==> src/rtl/cgra_top.sv <==
// rtl/cgra_top.sv - Reduced CGRA top: four 16-bit sides, one configurable registered operator per side
// Ports:
//   clk_in, reset_in (async active-low)       clock and reset
//   config_addr_in/config_data_in             32-bit config bus; address 1..4 selects CFG[0..3]
//   pad_S<s>_T<t>_in / _out                   per-side 16-bit words, T0 is the MSB
//   tdi, tms, tck, trst_n / tdo               JTAG pins kept for pin compatibility; tdo is 0
module cgra_top (
  input  logic        clk_in,
  input  logic        reset_in,
  input  logic [31:0] config_addr_in,
  input  logic [31:0] config_data_in,
  input  logic pad_S0_T0_in,  pad_S0_T1_in,  pad_S0_T2_in,  pad_S0_T3_in,  pad_S0_T4_in,  pad_S0_T5_in,  pad_S0_T6_in,  pad_S0_T7_in,
  input  logic pad_S0_T8_in,  pad_S0_T9_in,  pad_S0_T10_in, pad_S0_T11_in, pad_S0_T12_in, pad_S0_T13_in, pad_S0_T14_in, pad_S0_T15_in,
  input  logic pad_S1_T0_in,  pad_S1_T1_in,  pad_S1_T2_in,  pad_S1_T3_in,  pad_S1_T4_in,  pad_S1_T5_in,  pad_S1_T6_in,  pad_S1_T7_in,
  input  logic pad_S1_T8_in,  pad_S1_T9_in,  pad_S1_T10_in, pad_S1_T11_in, pad_S1_T12_in, pad_S1_T13_in, pad_S1_T14_in, pad_S1_T15_in,
  input  logic pad_S2_T0_in,  pad_S2_T1_in,  pad_S2_T2_in,  pad_S2_T3_in,  pad_S2_T4_in,  pad_S2_T5_in,  pad_S2_T6_in,  pad_S2_T7_in,
  input  logic pad_S2_T8_in,  pad_S2_T9_in,  pad_S2_T10_in, pad_S2_T11_in, pad_S2_T12_in, pad_S2_T13_in, pad_S2_T14_in, pad_S2_T15_in,
  input  logic pad_S3_T0_in,  pad_S3_T1_in,  pad_S3_T2_in,  pad_S3_T3_in,  pad_S3_T4_in,  pad_S3_T5_in,  pad_S3_T6_in,  pad_S3_T7_in,
  input  logic pad_S3_T8_in,  pad_S3_T9_in,  pad_S3_T10_in, pad_S3_T11_in, pad_S3_T12_in, pad_S3_T13_in, pad_S3_T14_in, pad_S3_T15_in,
  output logic pad_S0_T0_out, pad_S0_T1_out, pad_S0_T2_out, pad_S0_T3_out, pad_S0_T4_out, pad_S0_T5_out, pad_S0_T6_out, pad_S0_T7_out,
  output logic pad_S0_T8_out, pad_S0_T9_out, pad_S0_T10_out, pad_S0_T11_out, pad_S0_T12_out, pad_S0_T13_out, pad_S0_T14_out, pad_S0_T15_out,
  output logic pad_S1_T0_out, pad_S1_T1_out, pad_S1_T2_out, pad_S1_T3_out, pad_S1_T4_out, pad_S1_T5_out, pad_S1_T6_out, pad_S1_T7_out,
  output logic pad_S1_T8_out, pad_S1_T9_out, pad_S1_T10_out, pad_S1_T11_out, pad_S1_T12_out, pad_S1_T13_out, pad_S1_T14_out, pad_S1_T15_out,
  output logic pad_S2_T0_out, pad_S2_T1_out, pad_S2_T2_out, pad_S2_T3_out, pad_S2_T4_out, pad_S2_T5_out, pad_S2_T6_out, pad_S2_T7_out,
  output logic pad_S2_T8_out, pad_S2_T9_out, pad_S2_T10_out, pad_S2_T11_out, pad_S2_T12_out, pad_S2_T13_out, pad_S2_T14_out, pad_S2_T15_out,
  output logic pad_S3_T0_out, pad_S3_T1_out, pad_S3_T2_out, pad_S3_T3_out, pad_S3_T4_out, pad_S3_T5_out, pad_S3_T6_out, pad_S3_T7_out,
  output logic pad_S3_T8_out, pad_S3_T9_out, pad_S3_T10_out, pad_S3_T11_out, pad_S3_T12_out, pad_S3_T13_out, pad_S3_T14_out, pad_S3_T15_out,
  input  logic        tdi,
  input  logic        tms,
  input  logic        tck,
  input  logic        trst_n,
  output logic        tdo
);

  localparam int TRACKS = 16;
  localparam int SIDES  = 4;

  logic [TRACKS-1:0] in_w  [SIDES];
  logic [31:0]       cfg_q [SIDES];
  logic [31:0]       cfg_d [SIDES];
  logic [TRACKS-1:0] out_q [SIDES];
  logic [TRACKS-1:0] out_d [SIDES];

  // Pad T0 lands in the word MSB.
  assign in_w[0] = {pad_S0_T0_in, pad_S0_T1_in, pad_S0_T2_in, pad_S0_T3_in, pad_S0_T4_in, pad_S0_T5_in, pad_S0_T6_in, pad_S0_T7_in,
                    pad_S0_T8_in, pad_S0_T9_in, pad_S0_T10_in, pad_S0_T11_in, pad_S0_T12_in, pad_S0_T13_in, pad_S0_T14_in, pad_S0_T15_in};
  assign in_w[1] = {pad_S1_T0_in, pad_S1_T1_in, pad_S1_T2_in, pad_S1_T3_in, pad_S1_T4_in, pad_S1_T5_in, pad_S1_T6_in, pad_S1_T7_in,
                    pad_S1_T8_in, pad_S1_T9_in, pad_S1_T10_in, pad_S1_T11_in, pad_S1_T12_in, pad_S1_T13_in, pad_S1_T14_in, pad_S1_T15_in};
  assign in_w[2] = {pad_S2_T0_in, pad_S2_T1_in, pad_S2_T2_in, pad_S2_T3_in, pad_S2_T4_in, pad_S2_T5_in, pad_S2_T6_in, pad_S2_T7_in,
                    pad_S2_T8_in, pad_S2_T9_in, pad_S2_T10_in, pad_S2_T11_in, pad_S2_T12_in, pad_S2_T13_in, pad_S2_T14_in, pad_S2_T15_in};
  assign in_w[3] = {pad_S3_T0_in, pad_S3_T1_in, pad_S3_T2_in, pad_S3_T3_in, pad_S3_T4_in, pad_S3_T5_in, pad_S3_T6_in, pad_S3_T7_in,
                    pad_S3_T8_in, pad_S3_T9_in, pad_S3_T10_in, pad_S3_T11_in, pad_S3_T12_in, pad_S3_T13_in, pad_S3_T14_in, pad_S3_T15_in};

  assign {pad_S0_T0_out, pad_S0_T1_out, pad_S0_T2_out, pad_S0_T3_out, pad_S0_T4_out, pad_S0_T5_out, pad_S0_T6_out, pad_S0_T7_out,
          pad_S0_T8_out, pad_S0_T9_out, pad_S0_T10_out, pad_S0_T11_out, pad_S0_T12_out, pad_S0_T13_out, pad_S0_T14_out, pad_S0_T15_out} = out_q[0];
  assign {pad_S1_T0_out, pad_S1_T1_out, pad_S1_T2_out, pad_S1_T3_out, pad_S1_T4_out, pad_S1_T5_out, pad_S1_T6_out, pad_S1_T7_out,
          pad_S1_T8_out, pad_S1_T9_out, pad_S1_T10_out, pad_S1_T11_out, pad_S1_T12_out, pad_S1_T13_out, pad_S1_T14_out, pad_S1_T15_out} = out_q[1];
  assign {pad_S2_T0_out, pad_S2_T1_out, pad_S2_T2_out, pad_S2_T3_out, pad_S2_T4_out, pad_S2_T5_out, pad_S2_T6_out, pad_S2_T7_out,
          pad_S2_T8_out, pad_S2_T9_out, pad_S2_T10_out, pad_S2_T11_out, pad_S2_T12_out, pad_S2_T13_out, pad_S2_T14_out, pad_S2_T15_out} = out_q[2];
  assign {pad_S3_T0_out, pad_S3_T1_out, pad_S3_T2_out, pad_S3_T3_out, pad_S3_T4_out, pad_S3_T5_out, pad_S3_T6_out, pad_S3_T7_out,
          pad_S3_T8_out, pad_S3_T9_out, pad_S3_T10_out, pad_S3_T11_out, pad_S3_T12_out, pad_S3_T13_out, pad_S3_T14_out, pad_S3_T15_out} = out_q[3];

  // JTAG pins are folded into a constant-zero term so they count as used without affecting tdo.
  assign tdo = 1'b0 & (tdi ^ tms ^ tck ^ trst_n);

  function automatic logic [TRACKS-1:0] apply_op(input logic [31:0] cfg,
                                                 input logic [TRACKS-1:0] a,
                                                 input logic [TRACKS-1:0] b);
    logic [TRACKS-1:0] r;
    r = '0;
    unique case (cfg[2:0])
      3'd0: r = '0;
      3'd1: r = a;
      3'd2: r = a + b;
      3'd3: r = a - b;
      3'd4: r = a & b;
      3'd5: r = a | b;
      3'd6: r = a ^ b;
      3'd7: r = cfg[31:16];
      default: r = '0;
    endcase
    return r;
  endfunction

  // Outputs are computed from the current (pre-write) CFG, so a same-edge write
  // only influences the following edge.
  always_comb begin
    for (int k = 0; k < SIDES; k++) begin
      cfg_d[k] = cfg_q[k];
      out_d[k] = apply_op(cfg_q[k], in_w[cfg_q[k][5:4]], in_w[cfg_q[k][7:6]]);
      if (config_addr_in == 32'(k + 1)) begin
        cfg_d[k] = config_data_in;
      end
    end
  end

  always_ff @(posedge clk_in or negedge reset_in) begin
    if (!reset_in) begin
      for (int k = 0; k < SIDES; k++) begin
        cfg_q[k] <= '0;
        out_q[k] <= '0;
      end
    end else begin
      for (int k = 0; k < SIDES; k++) begin
        cfg_q[k] <= cfg_d[k];
        out_q[k] <= out_d[k];
      end
    end
  end

endmodule

==> config.mk <==
export PLATFORM = sky130hd
export DESIGN_NAME = cgra_top
export DESIGN_NICKNAME = d
export VERILOG_FILES = /design/src/rtl/cgra_top.sv
export SDC_FILE = /design/constraint.sdc
export NUM_CORES = 1
export LEC_CHECK = 0
export CAP_MARGIN = 20
export CORE_ASPECT_RATIO = 1.5
export CORE_MARGIN = 3
export CORE_UTILIZATION = 40
export DETAILED_ROUTE_END_ITERATION = 6
export SLEW_MARGIN = 20
export SYNTH_ARGS = -nofsm -noshare
export SYNTH_HDL_FRONTEND = slang
export SYNTH_SLANG_ARGS = --single-unit
==> constraint.sdc <==
create_clock -name clk_in -period 4.77 [get_ports clk_in]
set_input_delay 0.954 -clock clk_in [delete_from_list [all_inputs] [get_ports clk_in]]
set_output_delay 0.954 -clock clk_in [all_outputs]
set_load 0.02 [all_outputs]
==> results of run 1 <==
==> synth_stat cells, types with 3 or more instances <==
master	n	share of area [%]
a211oi_1	15	0.66
a21o_1	23	1.0
a21oi_1	115	3.4
a221oi_1	36	1.8
a22oi_1	11	0.48
a31o_2	3	0.15
a31oi_1	15	0.55
a41oi_1	4	0.21
and3_1	3	0.11
and4_1	3	0.15
buf_1	19	0.42
buf_2	4	0.12
buf_4	6	0.26
clkbuf_1	61	1.3
dfrtp_1	156	23
fa_1	4	0.47
ha_1	197	14
inv_1	210	4.6
inv_2	3	0.066
mux2_2	99	6.5
mux2i_1	9	0.53
mux4_1	3	0.46
mux4_2	170	22
nand2_1	73	1.6
nand2b_1	18	0.66
nand3_1	16	0.47
nand4_1	7	0.26
nor2_1	73	1.6
nor2b_1	12	0.44
nor3_1	11	0.32
nor3_2	4	0.23
nor4_1	8	0.29
o211ai_1	4	0.18
o21a_1	10	0.44
o21ai_0	62	1.8
o221ai_1	6	0.31
o22ai_1	4	0.15
o31a_1	3	0.15
o31ai_1	9	0.40
or2_2	3	0.11
or3_1	4	0.15
xnor2_1	79	4.1
xor2_1	23	1.2
==> through the flow <==
step | std cells | setup slack (ps)
2_1_floorplan | 1631 | 542
3_3_place_gp | 2439 | -211
3_5_place_dp | 2439 | -193
4_1_cts | 2471 | 247
5_1_grt | 2473 | -37.0
6_report | 2475 | 193
==> cell type report <==
class	count	area, sq um	share of cell area [%]
multi-input cells	1168	12000	56.9
flip-flops and latches	156	3900	18.5
repair buffers	337	3010	14.3
inverters	214	803	3.81
well taps	564	706	3.35
clock buffers	19	443	2.10
clock inverters	13	213	1.01
diodes	4	10.0	0.0475
==> placed cells by master (no fill, tap or decap), types with 5 or more instances in the layout <==
cell             netlist  routed
buf_4                  6     152
nand2_1               73      73
nor3_1                11      10
mux2_2                99      99
o31ai_1                9       9
dfrtp_1              156     156
o221ai_1               6       6
mux4_2               170     170
xnor2_1               79      79
a21o_1                23      23
ha_1                 197     197
nor4_1                 8       8
a22oi_1               11      11
mux2i_1                9       9
nand4_1                7       7
a21oi_1              115     115
xor2_1                23      23
nor3_2                 4       5
a221oi_1              36      36
nor2b_1               12      12
nand2b_1              18      18
clkbuf_16              0      17
nor2_1                73      70
bufinv_16              0       5
a31oi_1               15      15
clkdlybuf4s50_1        0     183
a211oi_1              15      14
o21ai_0               62      62
o21a_1                10      10
nand3_1               16      16
inv_1                210     210
==> power by group <==
group          internal (mW)  switching (mW)
combinational          0.631           0.694
sequential              1.37          0.0114
clock                  0.946           0.634
total                   2.94            1.34
==> routing by layer <==
metal  share of wire [%]  wire length, um
met2                  50            28300
met4                 6.7             3800
met1                  36            20700
met5               0.018               10
met3                 7.5             4260
==> kinds of logic (layout without fill, tap and decap cells) <==
logic type,after synthesis,count (layout),synth area share (%)
multiplexers,281,281,30.0
AND/OR/NAND/NOR,246,246,7.15
buffers and inverters,307,583,7.01
other,1,5,0.0220
flip-flops,156,156,22.9
AO/OA/AOI/OAI,336,336,12.7
XOR/XNOR,103,103,5.33
adder cells (fa/ha/maj),201,201,14.9
==> worst max-delay path: cells and delay by family <==
family          cells  cell delay [ps]
compound gates      6             1230
fa+ha+maj           2              580
simple gates        3              690
mux                 2              570
buf+inv             3              900
==> path summary, 6_finish.rpt <==
check | end | from | slack [ps] | cells after the start
min in group asynchronous | pad_S2_T2_out | reset_in | 610 | 1
worst min register to register | cfg_q[86] | cfg_q[86] | 510 | 1
worst min-delay path | cfg_q[86] | cfg_q[86] | 510 | 1
worst max register to register | pad_S1_T1_out | cfg_q[71] | 590 | 14
worst max-delay path | pad_S1_T1_out | pad_S0_T15_in | 190 | 16
max in group asynchronous | pad_S0_T11_out | reset_in | 3280 | 2
==> run_results.csv, run 1 <==
group,metric,value,unit
cells_and_area,final_cell_area,21100,sq um
global_route,grt_usage,25.3,%
timing,slew_headroom,25.7,%
detailed_routing,route.detailed.drc,0,
worst_setup_path,start_kind,"primary input",
floorplanning,num_rows,92,
clocking,cts-htree-levels,4,
timing,setup_viol,0,
floorplanning,die_h,259,um
power,ir_drop,0.150,mV
detailed_routing,drtPass1Iterations,5,
timing,finalSetupTns,0,ps
timing,post-route-period-util,96.0,%
worst_setup_path,cp-end-kind,"flop",
logic_synthesis,ys_async_sr_fraction,100,%
floorplanning,initial_core_util,40.5,%
cells_and_area,largest_register_ffs,92,
clocking,hold_buffers,0,
timing,max_freq,0.218,GHz
timing,hold_viol,0,
logic_synthesis,syn_nets,1966,
cells_and_area,fill_cells,3860,
logic_synthesis,yosysUniqueCellTypes,70,
clocking,cts_tree,"yes",
global_route,grt_first_pass_wirelength,87300,um
cells_and_area,drive_gt1_share,25.2,%
global_route,grt_pass1_vias,14900,
worst_setup_path,setup.worst_path.class,"primary input to flop",
clocking,numCtsBuffers,17,
timing,tightest_slew,1110,ps
clocking,post_cts_buffers,0,
flow_run,max_cap_violations,0,
detailed_routing,via_count,14600,
hold_path,hold_class,"flop to flop",
logic_synthesis,ys_seq_area_share,22.9,%
power,finalPower,4.28,mW
global_route,antenna_found_initial,5,
detailed_routing,drt_iter0_markers,1244,
clocking,cts_sinks,156,
floorplanning,die-area,45200,sq um
cells_and_area,largest-register,"cfg_q",
timing,period_minus_slack,4580,ps
power,p_per_area,203,nW/um^2
timing,whs,505,ps
placed_design,routabilityCongestion,0.938,
worst_setup_path,cp.required,5120,ps
timing,fin_skew,11.1,ps
global_route,grt-ovfl-total,0,
detailed_routing,ant_nets,0,
logic_synthesis,syn_area,17100,sq um
clocking,cts_max_path_buffers,2,
power,leakagePower,9.34,nW
logic_synthesis,netlist_instances,1631,
placed_design,io_buffer_count,184,
global_route,busiest_layer,"met2",
worst_setup_path,cp.arrival,4930,ps
clocking,cts_resized,0,
worst_setup_path,crit_slowest_cell,"clkdlybuf4s50_1",
outcome,status,"finished, final reports clean",
logic_synthesis,synth_edf_count,0,
cells_and_area,nets,2229,
worst_setup_path,critical_path.max_fanout,7,
logic_synthesis,ys_warn_count,0,
worst_setup_path,slowest_delay,570,ps
placed_design,dp_hpwl,44800,um
logic_synthesis,ys_ff_latch,156,
worst_setup_path,worstPathCellList,"clkdlybuf4s50_1, buf_4, mux4_2, inv_1, ha_1, mux2i_1, fa_1, a21o_1, a21oi_1, nor2_1, o21ai_0, a21oi_1, nand3_1, o21ai_0, or4_1, a32oi_1",
clocking,clock_latency,460,ps
global_route,grt_start_max_net_pins,102,
floorplanning,core_area,42100,sq um
global_route,grt_use_met1,29.9,%
cells_and_area,final_util,50.0,%
detailed_routing,wl,57000,um
clocking,cts_root_buf,"clkbuf_16",
global_route,grt_use_met2,43.3,%
global_route,grt_use_met3,3.81,%
detailed_routing,avgViaCountPerCell,5.90,
logic_synthesis,ys.flop_type,"dfrtp_1",
timing,final_max_slew_viol_count,0,
detailed_routing,routedWlPerCell,23.0,um
clocking,path_clk_slew,60,ps
floorplanning,die_w,175,um
floorplanning,ioPinCount,199,
logic_synthesis,syn_avg_cell_area,10.5,sq um
cells_and_area,areaGrowthSynthToFinish,23.5,%
placed_design,postPlaceCellArea,20400,sq um
Note: power is estimated with default switching activity, not from simulation.
==> run 2, diff against run 1 <==
SKIP_LAST_GASP = 1   (was default)
==> results of run 2 <==
The final DEF is identical to that of run 1; final timing and power are the same.
==> run 3, diff against run 2 <==
CAP_MARGIN = default   (was 20)
==> results of run 3 <==
The final DEF is identical to that of run 1; final timing and power are the same.
==> patch, RTL diff (config.mk and constraints of run 3) <==
Add an input register stage for `config_addr_in`, without a reset; this delays it by one clock. The other inputs are not delayed to match.
--- a/src/rtl/cgra_top.sv
+++ b/src/rtl/cgra_top.sv
@@ -36,2 +36,8 @@
   localparam int SIDES  = 4;
+
+  logic [31:0] config_addr_q;
+
+  always_ff @(posedge clk_in) begin
+    config_addr_q <= config_addr_in;
+  end
 
@@ -90,3 +96,3 @@
       out_d[k] = apply_op(cfg_q[k], in_w[cfg_q[k][5:4]], in_w[cfg_q[k][7:6]]);
-      if (config_addr_in == 32'(k + 1)) begin
+      if (config_addr_q == 32'(k + 1)) begin
         cfg_d[k] = config_data_in;
Formal check against the unedited RTL: not equivalent (a bounded check fails within 4 cycles, from zero or initial values and one cycle with reset_in low).
==> patch against run 3 <==
  * Critical path type unchanged
  * Synthesized area is 4.3% higher
  * Power is 29% higher
  * Count of clock-buffer cells in the layout is 1 lower
  * Largest cell class unchanged
  * Core utilization is 1.3 points higher
  * Final area is 6.9% higher
  * Sequential cell count is 32 higher
  * Worst setup slack worse by 24 ps
  * Maximum frequency is 0.53% lower
  * Critical endpoint is now pad_S3_T6_out$_DFF_PN0_
  * Wire length is 7.5% higher
  * Sequential share of layout area is 1.6 points higher
==> patch: results (changes against run 3) <==
Final layout
The number of cells in the finished layout apart from fillers is 2,635 (was 2,475). The antenna cell count is 0 (was 4). The final-stage net count is 2,381 (was 2,229).

Placement
The placed instance count is 2,602 (was 2,439). The worst setup slack before clock tree synthesis is -366 ps (was -193 ps). The sum of net half-perimeters after detailed placement is 48,600 um (was 44,800 um).

Worst setup path
The critical path launch point is pad_S2_T14_in (was pad_S0_T15_in). The reg-to-reg critical path endpoint was pad_S0_T3_out$_DFF_PN0_ (was pad_S1_T1_out$_DFF_PN0_). The biggest fanout along the worst timing path is 6 (was 7). The setup slack on the worst flop-to-flop path came to 340 ps (was 590 ps).

The dominant delay contributor by cell family on the critical path is simple AND/OR/NAND/NOR gates (was compound AO/OA/AOI/OAI gates).

Min path
The end point of the most critical hold path is cfg_q[50]$_DFFE_PN0N_ (was cfg_q[86]$_DFFE_PN0N_). The critical hold path startpoint is cfg_q[50]$_DFFE_PN0N_ (was cfg_q[86]$_DFFE_PN0N_).

Timing
The transition time at the pin with the least slew margin was 848 ps (was 1110 ps). The final critical-path required period was 4600 ps (was 4580 ps). The setup skew after layout is 16.8 ps (was 11.1 ps). The smallest hold slack is 504 ps (was 505 ps).

Synthesis
The area share of xor/xnor cells in the synthesized design is 0.0443 (was 0.0533). The total nets after synthesis came to 2,020 (was 1,966). Top cell types by occurrence after synthesis: sky130_fd_sc_hd__inv_1 (209), sky130_fd_sc_hd__ha_1 (197), sky130_fd_sc_hd__mux4_2 (168) (was sky130_fd_sc_hd__inv_1 (210), sky130_fd_sc_hd__ha_1 (197), sky130_fd_sc_hd__mux4_2 (170)). The proportion of netlist area held by the largest area contributor was 0.219 (was 0.229). The compound-gate portion of the synthesized area is 0.122 (was 0.127).

The number of distinct library cells after synthesis is 67 (was 70). The proportion of synthesized chip area in sequential cells is 0.255 (was 0.229).

Global routing
The overall track demand over capacity in global routing came to 0.264 (was 0.253).

Outcome
Outcome: finished clean (unchanged).

Drt
The via density per instance is 5.86 (was 5.90).

CTS
The clock insertion delay at the later pin of the skew report was 480 ps (was 460 ps).
patch: power by group:
part | leakage [nW] | switching, mW | internal, mW
combinational | 7.59 | 1.18 | 1.13
sequential | 2.17 | 0.0505 | 1.70
clock | 0.285 | 0.761 | 0.703
patch: worst reg2reg max path, stage by stage, from the launching register on:
cell and delay [ps]:
sky130_fd_sc_hd__dfrtp_1 770, sky130_fd_sc_hd__mux4_2 680, sky130_fd_sc_hd__nor4_4 330, sky130_fd_sc_hd__buf_4 160, sky130_fd_sc_hd__and4_1 260, sky130_fd_sc_hd__buf_4 160
sky130_fd_sc_hd__nor2_1 50, sky130_fd_sc_hd__xnor2_1 230, sky130_fd_sc_hd__ha_1 280, sky130_fd_sc_hd__a21oi_1 180, sky130_fd_sc_hd__a21oi_1 90, sky130_fd_sc_hd__a211oi_1 240
sky130_fd_sc_hd__o31ai_1 130, sky130_fd_sc_hd__buf_4 160, sky130_fd_sc_hd__buf_4 120, sky130_fd_sc_hd__xor2_1 130, sky130_fd_sc_hd__a221oi_1 240, sky130_fd_sc_hd__a21oi_1 80
patch: cell type report:
| cell class | instances | area, um2 |
|---|---|---|
| clock inverters | 14 | 150 |
| clock buffers | 18 | 429 |
| inverters | 209 | 785 |
| multi-input cells | 1193 | 12100 |
| fillers | 3927 | 21400 |
| flip-flops and latches | 188 | 4540 |
| repair buffers | 437 | 3770 |
| well taps | 576 | 721 |
patch: repair_timing:
item                                    in CTS  in global routing
gates resized for setup                      0                 10
setup buffers                                0                  1
hold buffers                                 0                  0
endpoints found under the setup margin       0                  4
patch: routing by layer:
metal / track usage / vias to the layer above / wire length [um]
met4: 0.161 / 0 / 4260
met5: 0 / - / 0
met1: 0.289 / 7711 / 21900
met3: 0.0331 / 200 / 2930
met2: 0.477 / 573 / 32200
li1: - / 6955 / -
